[config.mk]
export PLATFORM = sky130hd
export DESIGN_NAME = xadc_drp_sampler_flat
export DESIGN_NICKNAME = d
export VERILOG_FILES = /design/src/rtl/xadc_drp_sampler_if.sv /design/src/rtl/xadc_drp_sampler.sv /design/src/flat_wrapper.sv
export SDC_FILE = /design/constraint.sdc
export NUM_CORES = 1
export LEC_CHECK = 0
export ABC_AREA = 1
export CORE_ASPECT_RATIO = 0.6
export CORE_UTILIZATION = 35
export DETAILED_ROUTE_END_ITERATION = 6
export PLACE_DENSITY_LB_ADDON = 0.2
export SLEW_MARGIN = 20
export SYNTH_ARGS = -nofsm -noshare
export SYNTH_HDL_FRONTEND = slang
export SYNTH_SLANG_ARGS = --single-unit
[constraint.sdc]
create_clock -name clock_in -period 1.6 [get_ports clock_in]
set_input_delay 0.24 -clock clock_in [delete_from_list [all_inputs] [get_ports clock_in]]
set_output_delay 0.24 -clock clock_in [all_outputs]
set_load 0.005 [all_outputs]
[src/rtl/xadc_drp_sampler_if.sv]
// DRP bus between the XADC sampler (master) and the XADC primitive (slave).
// Read-only use: the master issues den/daddr and waits for drdy/do_in.
interface xadc_drp_sampler_if;
  logic [6:0]  daddr;
  logic        den;
  logic        dwe;
  logic [15:0] di;
  logic [15:0] do_in;
  logic        drdy;

  modport master (output daddr, den, dwe, di, input do_in, drdy);
  modport slave  (input daddr, den, dwe, di, output do_in, drdy);
endinterface

[src/rtl/xadc_drp_sampler.sv]
// Reads each completed XADC conversion over DRP and emits a scaled, extended sample.
// Define XADC_SAMPLER_OVERRUN_EN to add the overrun_cnt drop counter output.
module xadc_drp_sampler #(
  parameter int TIMEOUT    = 255,
  parameter int BIPOLAR    = 0,
  parameter int GAIN_SHIFT = 0
) (
  input  logic                      clock_in,
  input  logic                      reset_n,
  input  logic                      enable,
  input  logic                      eoc,
  input  logic [4:0]                channel,
  xadc_drp_sampler_if.master        drp,
  output logic [27:0]               signal_out,
  output logic                      sample_valid,
  output logic                      timeout_err
`ifdef XADC_SAMPLER_OVERRUN_EN
  ,
  output logic [7:0]                overrun_cnt
`endif
);

  localparam int TW = (TIMEOUT < 2) ? 1 : $clog2(TIMEOUT + 1);

  typedef enum logic [1:0] {
    IDLE = 2'd0,
    REQ  = 2'd1,
    WAIT = 2'd2,
    OUT  = 2'd3
  } state_t;

  state_t        state_reg, state_next;
  logic [4:0]    chan_reg, chan_next;
  logic          pend_reg, pend_next;
  logic [4:0]    pend_chan_reg, pend_chan_next;
  logic [TW-1:0] timer_reg, timer_next;
  logic [27:0]   signal_out_reg, signal_out_next;
  logic          timeout_err_reg, timeout_err_next;
  logic          accept;
  logic          drop;

  logic [11:0]   code;
  logic [27:0]   code_ext;
  logic [27:0]   code_scaled;
  logic          unused_do_bits;

  assign accept         = enable & eoc;
  assign code           = drp.do_in[15:4];
  assign unused_do_bits = ^drp.do_in[3:0];

  if (BIPOLAR != 0) begin : g_bipolar
    assign code_ext = {{16{code[11]}}, code};
  end else begin : g_unipolar
    assign code_ext = {16'h0000, code};
  end

  // Gain is a plain left shift; bits pushed past bit 27 are discarded.
  assign code_scaled = code_ext << GAIN_SHIFT;

  always_ff @(posedge clock_in or negedge reset_n) begin
    if (!reset_n) begin
      state_reg       <= IDLE;
      chan_reg        <= '0;
      pend_reg        <= 1'b0;
      pend_chan_reg   <= '0;
      timer_reg       <= '0;
      signal_out_reg  <= '0;
      timeout_err_reg <= 1'b0;
    end else begin
      state_reg       <= state_next;
      chan_reg        <= chan_next;
      pend_reg        <= pend_next;
      pend_chan_reg   <= pend_chan_next;
      timer_reg       <= timer_next;
      signal_out_reg  <= signal_out_next;
      timeout_err_reg <= timeout_err_next;
    end
  end

  always_comb begin
    state_next       = state_reg;
    chan_next        = chan_reg;
    pend_next        = pend_reg;
    pend_chan_next   = pend_chan_reg;
    timer_next       = timer_reg;
    signal_out_next  = signal_out_reg;
    timeout_err_next = timeout_err_reg;
    drop             = 1'b0;

    case (state_reg)
      IDLE: begin
        if (pend_reg) begin
          // Serve the queued entry; a coincident eoc takes its place.
          state_next = REQ;
          chan_next  = pend_chan_reg;
          pend_next  = accept;
          if (accept) begin
            pend_chan_next = channel;
          end
        end else if (accept) begin
          state_next = REQ;
          chan_next  = channel;
        end
      end
      REQ: begin
        timer_next = '0;
        state_next = WAIT;
      end
      WAIT: begin
        if (drp.drdy) begin
          signal_out_next = code_scaled;
          state_next      = OUT;
        end else if (timer_reg == TW'(TIMEOUT - 1)) begin
          timeout_err_next = 1'b1;
          state_next       = IDLE;
        end else begin
          timer_next = timer_reg + 1'b1;
        end
      end
      OUT: begin
        state_next = IDLE;
      end
      default: begin
        state_next = IDLE;
      end
    endcase

    // One-deep queue for conversions finishing while a read is in flight.
    if (state_reg != IDLE && accept) begin
      if (!pend_reg) begin
        pend_next      = 1'b1;
        pend_chan_next = channel;
      end else begin
        drop = 1'b1;
      end
    end
  end

  assign drp.den      = (state_reg == REQ);
  assign drp.daddr    = {2'b00, chan_reg};
  assign drp.dwe      = 1'b0;
  assign drp.di       = 16'h0000;
  assign sample_valid = (state_reg == OUT);
  assign signal_out   = signal_out_reg;
  assign timeout_err  = timeout_err_reg;

`ifdef XADC_SAMPLER_OVERRUN_EN
  logic [7:0] overrun_cnt_reg;

  always_ff @(posedge clock_in or negedge reset_n) begin
    if (!reset_n) begin
      overrun_cnt_reg <= 8'd0;
    end else if (drop && overrun_cnt_reg != 8'hFF) begin
      overrun_cnt_reg <= overrun_cnt_reg + 8'd1;
    end
  end

  assign overrun_cnt = overrun_cnt_reg;
`else
  logic unused_drop;
  assign unused_drop = drop;
`endif

endmodule

[src/flat_wrapper.sv]
// flat-port wrapper written by rule: the top's interface ports become plain ports
module xadc_drp_sampler_flat 
#(
  parameter int TIMEOUT    = 255,
  parameter int BIPOLAR    = 0,
  parameter int GAIN_SHIFT = 0
)
  (clock_in, reset_n, enable, eoc, channel, signal_out, sample_valid, timeout_err, drp_daddr, drp_den, drp_dwe, drp_di, drp_do_in, drp_drdy);
  xadc_drp_sampler_if drp_i ();
  input  logic clock_in;
  input  logic reset_n;
  input  logic enable;
  input  logic eoc;
  input  logic [4:0] channel;
  output logic [27:0] signal_out;
  output logic sample_valid;
  output logic timeout_err;
  output wire logic [$bits(drp_i.daddr)-1:0] drp_daddr;
  output wire logic [$bits(drp_i.den)-1:0] drp_den;
  output wire logic [$bits(drp_i.dwe)-1:0] drp_dwe;
  output wire logic [$bits(drp_i.di)-1:0] drp_di;
  input wire logic [$bits(drp_i.do_in)-1:0] drp_do_in;
  input wire logic [$bits(drp_i.drdy)-1:0] drp_drdy;
  assign drp_daddr = drp_i.daddr;
  assign drp_den = drp_i.den;
  assign drp_dwe = drp_i.dwe;
  assign drp_di = drp_i.di;
  assign drp_i.do_in = drp_do_in;
  assign drp_i.drdy = drp_drdy;
  xadc_drp_sampler #(.TIMEOUT(TIMEOUT), .BIPOLAR(BIPOLAR), .GAIN_SHIFT(GAIN_SHIFT)) u_core (.clock_in(clock_in), .reset_n(reset_n), .enable(enable), .eoc(eoc), .channel(channel), .drp(drp_i), .signal_out(signal_out), .sample_valid(sample_valid), .timeout_err(timeout_err));
endmodule
### Yosys cells after proc, flatten, opt, wreduce, memory -nomap -nowiden

Index checks and enable logic that the tools add are counted.

| storage, ports and cells | value |
|---|---|
| bits in registers | 34 |
| bits in latches | 0 |
| bits in writable memories | 0 |
| ROM bits | 0 |
| input bits | 26 |
| output and inout bits | 55 |
| word-level logic and storage cells | 47 |
| memories kept | 0 |

| cells by class | value |
|---|---|
| add/subtract/negate cells | 1 |
| multipliers | 0 |
| divide/modulo/power cells | 0 |
| $lt $le $gt $ge | 0 |
| equal/unequal tests | 8 |
| shifts and indexed selects | 0 |
| muxes and demuxes | 19 |
| bitwise logic cells | 2 |
| reduce and logical (&&, ||, !) cells | 10 |

Operators with widths:

| cell | number |
|---|---|
| $mux 5 | 7 |
| $mux 8 | 2 |
| $pmux 8 s2 | 1 |
| $add 8x1->8 const B | 1 |
| $eq 8x8->1 const B | 1 |
| $mux 2 | 4 |
| $pmux 2 s4 | 1 |
| $reduce_and 2->1 | 3 |
| $reduce_and 3->1 | 2 |
| $reduce_bool 2->1 | 3 |
| $eq 2x2->1 const B | 2 |
| $mux 1 | 4 |
| $ne 2x2->1 const B | 2 |
| $ne 3x1->1 const B | 1 |
| $ne 3x2->1 const B | 1 |
| $eq 2x1->1 const B | 1 |
| $logic_not 2->1 | 1 |
| $and 1x1->1 | 1 |
| $logic_and 1x1->1 | 1 |
| $not 1->1 | 1 |

### Logic depth before layout (Yosys ltp)

Gate-level depths: netlist (run 1).

| depth | value |
|---|---|
| depth after elaboration | 6 |
| mapped depth | 9 |
| gate-level depth less buffers | 9 |

### Least setup slack after synthesis (run 1)

Ideal clock, no wire load.

| path | value |
|---|---|
| kind | register to register |
| from | register u_core.timer_reg[0] |
| to | register u_core.timer_reg[5] |
| setup time | 0.117 ns |
| arrival time | 1.165 ns |
| data required time | 1.483 ns |
| setup slack | 0.318 ns |
| stages on the path, launching flop included | 10 |
| path buffers | 0 |
| period minus slack after synthesis | 1.282 ns |
| cells stage by stage | dfrtp_1 -> inv_1 -> ha_1 -> inv_1 -> nor2_1 -> nand2_1 -> nand2_2 -> nand2_1 -> nand3_1 -> nand2_1 |

| between the ends | value |
|---|---|
| word-level cells in the longest chain between the ends | 4 |
| elaborated cells between the ends (all ways) | 7 |
| classes of those cells | add/sub: 1; eq/ne: 2; mux: 3; reduce/logical: 1 |

Ends and longest elaborated chain:

| item | line | source |
|---|---|---|
| start: declaration | xadc_drp_sampler.sv:36 | `logic [TW-1:0] timer_reg, timer_next;` |
| start signal: assignment | xadc_drp_sampler.sv:74 | `timer_reg <= timer_next;` |
| $add 8x1->8 | xadc_drp_sampler.sv:117 | `timer_next = timer_reg + 1'b1;` |
| $mux 8 | xadc_drp_sampler.sv:113 | `end else if (timer_reg == TW'(TIMEOUT - 1)) begin` |
| $mux 8 | xadc_drp_sampler.sv:110 | `if (drp.drdy) begin` |
| $pmux 8 s2 | xadc_drp_sampler.sv:90 | `case (state_reg)` |

Several ways; a longest one is shown, not always the timed one. The select of a mux whose other input is x is not followed.
A chain may end at the register's enable or synchronous reset.

### Final worst setup path (run 1)

| path | value |
|---|---|
| from | register u_core.state_reg[1] |
| to | output port sample_valid |

| between the ends | value |
|---|---|
| word-level cells in the longest chain between the ends | 1 |

Ends and longest elaborated chain:

| item | line | source |
|---|---|---|
| start: declaration | xadc_drp_sampler.sv:32 | `state_t state_reg, state_next;` |
| start signal: assignment | xadc_drp_sampler.sv:70 | `state_reg <= state_next;` |
| $eq 2x2->1 | xadc_drp_sampler.sv:143 | `assign sample_valid = (state_reg == OUT);` |
| end: declaration | flat_wrapper.sv:16 | `output logic sample_valid;` |

No other way between the ends.

==> metrics.csv, run 1 <==
metric,value,unit
share of layout cells above drive strength 1,16.5,%
Mean Syn Cell Area,9.21,µm²
first-pass GRT wire length,5870,µm
max incr delay on CP,500,ps
Fillers,506,
Final Hold Vio Count,0,
arrival time worst endpoint,1290,ps
CTS tree,done,
Max Slew Vio Count,0,
Clock Sinks,34,
most used flip-flop cell after synthesis,dfrtp_1,
GR Layer Usage met3,4.78,%
dominant cells by area after synthesis,"dfrtp_1 (46%), buf_4 (14%), nand2_1 (9.9%)",
starting density of the core,36.4,%
Critical Path Slowest Stage Cell,clkdlybuf4s50_1,
"Hold-fix buffers, CTS",0,
CTS H-tree lvls,2,
post-layout util,47.5,%
Synth cell types,26,
CTS Buf Count,5,
"commonest non-fill, non-tap cell in the layout",nand2_1,
CP Class,reg2out,
die height,58.3,µm
drt pass-1 iters,4,
worst reg2reg endpoint,u_core.timer_reg[2]$_DFFE_PN0P_,
Worst VDD drop,0.706,mV
worst r2r path cells,9,
CP startpoint kind,register,
clock skew,7.24,ps
hold crit path type,in2async,
port buffer count,41,
unrepaired setup endpoints after global routing,false,
Initial DRC Count,39,
DRC Markers,0,
core region area,5080,µm²
CP Max Fanout,4,
via count,1346,
CP Capture Type,output port,
footprint of the multi-input gates,807,µm²
Root Driver,clkbuf_8,
Post-synth EDFFs,0,
io pins,81,
Final GP Congestion,0.735,
Max Freq,654,MHz
Ant. Diodes,0,
DP HPWL,2560,µm
Top Usage Layer GRT,met1,
register area share after synthesis,46.0,%
area grow syn2layout,30.4,%
antenna-violating nets left,0,
worst-path cell chain,nand2_1 > inv_1 > clkdlybuf4s50_1,
crit share post-route,95.6,%
vias per std cell,4.13,
Die Footprint,5590,µm²
routing usage on met1,21.4,%
clock transition at the registers of the reported paths,70,ps
Sequential Area,851,µm²
total congestion overflow,0,
CP Data Required Time,1360,ps
Tmin final,1530,ps
vias in the first global route,1263,
nets,287,
setup TNS,0,ps
Synth area leader,dfrtp_1,
largest net degree at the start of global routing,35,
max reg flops,12,
final WL,3410,µm
leakage,1.19,nW
CP Buf/Inv Count,2,
Synth top area share,46.0,%
#FFs+latches synth,34,
num rows,20,
status,completed,
Mapped Cells,201,
pwr dens,1620,nW/µm²
# setup viols final,0,
post-synthesis cell area,1850,µm²
Max Cap Viol,0,
initial antenna violation count,0,
clk buf depth,2,
RR Startpoint,u_core.timer_reg[0]$_DFFE_PN0P_,
Worst path top cell family by delay,buffers and inverters,
FF-to-FF setup slack,180,ps
synth warn,0,
gr usage total,14.3,%
"Clk Latency, worst-skew pair",280,ps
Die Wd,95.9,µm
asr flop ratio synth,100,%
routed length per placed instance,10.5,µm
most frequent cells in the layout,"nand2_1 (48), clkdlybuf4s50_1 (40), conb_1 (35)",
grt met2 use,18.4,%
==> how the worst max path moves through the flow <==
| stage | cells past startpoint | from | to |
|---|---|---|---|
| floorplan | 9 | u_core.timer_reg[0]$_DFFE_PN0P_ | u_core.timer_reg[5]$_DFFE_PN0P_ |
| global placement | 4 | drp_drdy | u_core.signal_out[4]$_DFFE_PN0P_ |
| detailed placement | 4 | drp_drdy | u_core.signal_out[4]$_DFFE_PN0P_ |
| CTS | 3 | u_core.state_reg[1]$_DFFE_PN0P_ | sample_valid |
| global route | 3 | u_core.state_reg[1]$_DFFE_PN0P_ | sample_valid |
| finish | 3 | u_core.state_reg[1]$_DFFE_PN0P_ | sample_valid |
==> area by class of cell <==
type | instances | share of cell area, %
Clock buffer | 5 | 2.85
Clock inverter | 3 | 1.66
Inverter | 13 | 2.13
Multi-Input combinational cell | 152 | 33.5
Sequential cell | 34 | 35.3
Tap cell | 66 | 3.42
Timing Repair Buffer | 53 | 21.2
==> repair_timing <==
action	4_1_cts	5_1_grt
setup buffers	0	1
setup endpoints to repair	1	8
resized for setup	1	2
pin swaps	0	2
==> logic make-up after synthesis <==
group,synth area share (%)
other,0.203
adders and majority gates,1.35
and+or+nand+nor,18.8
DFF,46.0
AOI/OAI and AO/OA,5.75
muxes,8.93
xor gates and xnor gates,1.42
buffers and inverters,17.6
==> metrics by stage <==
step	std cells	instance area (µm²)	hold WS [ps]	total power (W)	worst slack, ps
6_report	326	2410	319	0.00390	70.6
5_1_grt	326	2410	344	0.00422	1.58
4_1_cts	325	2400	319	0.00394	42.3
3_5_place_dp	317	2290	475	0.00316	102
3_3_place_gp	317	2290	470	0.00313	114
2_1_floorplan	235	1980	-55.6	0.00231	318
==> routing by layer <==
layer,vias to the layer above,wire length [µm],part of all wire (%)
li1,690,-,-
met1,597,1820,53
met2,54,1330,39
met3,5,213,6.2
met4,0,51,1.5
met5,-,0,0
==> synth_stat cells (2+ instances only) <==
cell / count
xor2_1: 3
nor2_1: 15
mux2_4: 8
dfrtp_1: 34
o21ai_0: 9
nor3_1: 2
nand2_2: 3
mux2_2: 4
buf_4: 35
nand3_1: 10
ha_1: 2
a31oi_1: 5
nand2_1: 49
inv_1: 10
==> where the power goes <==
part	internal, W	switching [W]	total [W]
Combinational	0.000985	0.000740	0.00172
Sequential	0.00120	0.000205	0.00141
Clock	0.000458	0.000307	0.000765
==> worst register-to-register path, stage by stage (launching register included) <==
cell and delay, ps:
dfrtp_1 420, inv_1 70, ha_1 160, inv_1 60
nor2_2 120, nand2_1 110, nand2_2 130, nand2_2 100
nand3_1 90, nand2_1 50
Note: power is estimated with default switching activity, not from simulation.
==> run 2, diff against run 1 <==
--- a/config.mk
+++ b/config.mk
@@ -5,10 +5,10 @@
 export SDC_FILE = /design/constraint.sdc
 export NUM_CORES = 1
 export LEC_CHECK = 0
-export ABC_AREA = 1
 export CORE_ASPECT_RATIO = 0.6
 export CORE_UTILIZATION = 35
 export DETAILED_ROUTE_END_ITERATION = 6
+export GPL_ROUTABILITY_DRIVEN = 0
 export PLACE_DENSITY_LB_ADDON = 0.2
 export SLEW_MARGIN = 20
 export SYNTH_ARGS = -nofsm -noshare
==> run 2 against run 1 <==
  * Highest routed layer unchanged
  * Critical endpoint unchanged
  * Register-to-register slack got worse by 120 ps
  * Via count decreased by 2.2%
  * Die area decreased by 2.0%
  * Total power increased by 0.77%
  * Largest cell class unchanged
==> metrics.csv, run 2 <==
metric,value,unit
Commonest cells post-synth,"buf_4 (35), dfrtp_1 (34), mux2_2 (17)",
asr flop ratio synth,100,%
Sequential Area,853,µm²
io pins,81,
synth warn,0,
CP Max Fanout,6,
Post-synth EDFFs,0,
total congestion overflow,0,
port buffer count,41,
post-layout util,51.2,%
CP Data Required Time,1360,ps
Die Wd,94.9,µm
initial antenna violation count,0,
num rows,19,
Synth top area share,46.9,%
CP endpoint,sample_valid,
clk buf depth,2,
FF-to-FF setup slack,60,ps
leakage,1.15,nW
Ant. Diodes,0,
final WL,3620,µm
Mapped Cells,162,
CP Class,reg2out,
post-route design area,2450,µm²
max reg flops,12,
Max Cap Viol,0,
RR Startpoint,u_core.state_reg[1]$_DFFE_PN0P_,
area grow syn2layout,35.1,%
Synth cell types,38,
Fillers,416,
pwr dens,1600,nW/µm²
gr usage total,13.9,%
CTS tree,done,
worst r2r path cells,5,
routed length per placed instance,12.5,µm
DRC Markers,0,
core region area,4780,µm²
status,completed,
Max Freq,650,MHz
hold crit path type,in2async,
CTS Buf Count,5,
drt pass-1 iters,4,
footprint of the multi-input gates,815,µm²
Die Footprint,5480,µm²
CTS H-tree lvls,2,
first-pass GRT wire length,5690,µm
vias in the first global route,1260,
Setup crit start,u_core.state_reg[0]$_DFFE_PN0P_,
Synth area leader,dfrtp_1,
most frequent cells in the layout,"clkdlybuf4s50_1 (39), conb_1 (35), dfrtp_1 (32)",
Initial DRC Count,57,
CP startpoint kind,register,
# setup viols final,0,
Root Driver,clkbuf_8,
arrival time worst endpoint,1300,ps
clock skew,4.38,ps
"Clk Latency, worst-skew pair",280,ps
most used flip-flop cell after synthesis,dfrtp_1,
clock transition at the registers of the reported paths,70,ps
most numerous cell in the Yosys netlist,buf_4,
"Hold-fix buffers, CTS",0,
#FFs+latches synth,34,
antenna-violating nets left,0,
CP Capture Type,output port,
via count,1317,
share of layout cells above drive strength 1,27.9,%
Max Slew Vio Count,0,
starting density of the core,37.9,%
dominant cells by area after synthesis,"dfrtp_1 (47%), buf_4 (14%), mux2_2 (11%)",
Worst VDD drop,0.792,mV
DP HPWL,2650,µm
Clock Sinks,34,
Mean Syn Cell Area,11.2,µm²
worst reg2reg endpoint,u_core.pend_reg$_DFF_PN0_,
largest net degree at the start of global routing,35,
Tmin final,1540,ps
crit share post-route,96.1,%
dpl cell area,2270,µm²
die height,57.8,µm
nets,255,
post-synthesis cell area,1810,µm²
Final Hold Vio Count,0,
"commonest non-fill, non-tap cell in the layout",clkdlybuf4s50_1,
register area share after synthesis,46.9,%
vias per std cell,4.56,
## run 2: through the flow
stage / total power [W] / std cells / worst slack, ps / TNS (ps) / hold WS [ps]
after CTS: 0.00388 / 286 / -31.5 / -31.5 / 377
after detailed placement: 0.00313 / 275 / -108 / -524 / 447
final: 0.00393 / 289 / 62.1 / 0 / 367
after floorplan: 0.00229 / 196 / 204 / 0 / -55.6
after global routing: 0.00420 / 289 / -19.1 / -29.5 / 409
after global placement: 0.00306 / 275 / -97.0 / -402 / 446
## run 2: area by class of cell
type	count	share of cell area, %
flip-flops and latches	34	34.8
multi-input cells	117	33.3
repair buffers	64	24.5
clock buffers	6	3.37
well taps	63	3.22
inverters	5	0.766
## run 2: power breakdown
group / switching [W] / leakage [nW] / total, W / internal (W)
registers: 0.000242 / 0.415 / 0.00146 / 0.00121
logic: 0.000692 / 0.690 / 0.00186 / 0.00117
clock network: 0.000281 / 0.0431 / 0.000613 / 0.000331
total: 0.00121 / 1.15 / 0.00393 / 0.00271
## run 2: worst min path at each step
stage | slack [ps] | end | cells after the start
final | 370 | u_core.chan_reg[3]$_DFFE_PN0P_ | 2
after global routing | 410 | u_core.signal_out[2]$_DFFE_PN0P_ | 2
after CTS | 380 | u_core.chan_reg[3]$_DFFE_PN0P_ | 2
after detailed placement | 450 | u_core.timeout_err$_DFFE_PN0P_ | 1
after global placement | 450 | u_core.timeout_err$_DFFE_PN0P_ | 1
after floorplan | -60 | u_core.chan_reg[0]$_DFFE_PN0P_ | 0
## run 2: cell families after synthesis
group	after synthesis	share of synthesized area, %
buffers and inverters	45	16.9
DFF	34	46.9
and+or+nand+nor	29	9.59
AOI/OAI and AO/OA	25	9.59
muxes	23	13.9
adders and majority gates	3	1.93
xor gates and xnor gates	2	0.966
other	1	0.207
## run 2: metal layers
| layer | GRT usage, % | up-vias | share of wire, % |
|---|---|---|---|
| met1 | 18.4 | 639 | 46 |
| met5 | 0 | - | 0 |
| met3 | 6.43 | 5 | 8.6 |
| met4 | 4.11 | 0 | 0.77 |
| li1 | - | 624 | - |
| met2 | 20.2 | 49 | 44 |
## run 2: repair_timing
| action | in CTS | in global routing |
|---|---|---|
| pin swaps | 0 | 2 |
| gates resized for setup | 6 | 9 |
| setup buffers | 5 | 3 |
| endpoints found under the setup margin | 4 | 10 |
## run 2: worst max-delay path, stage by stage (launching register included)
cell	delay, ps
dfrtp_2	460
buf_6	150
and2_1	150
dlygate4sd2_1	260
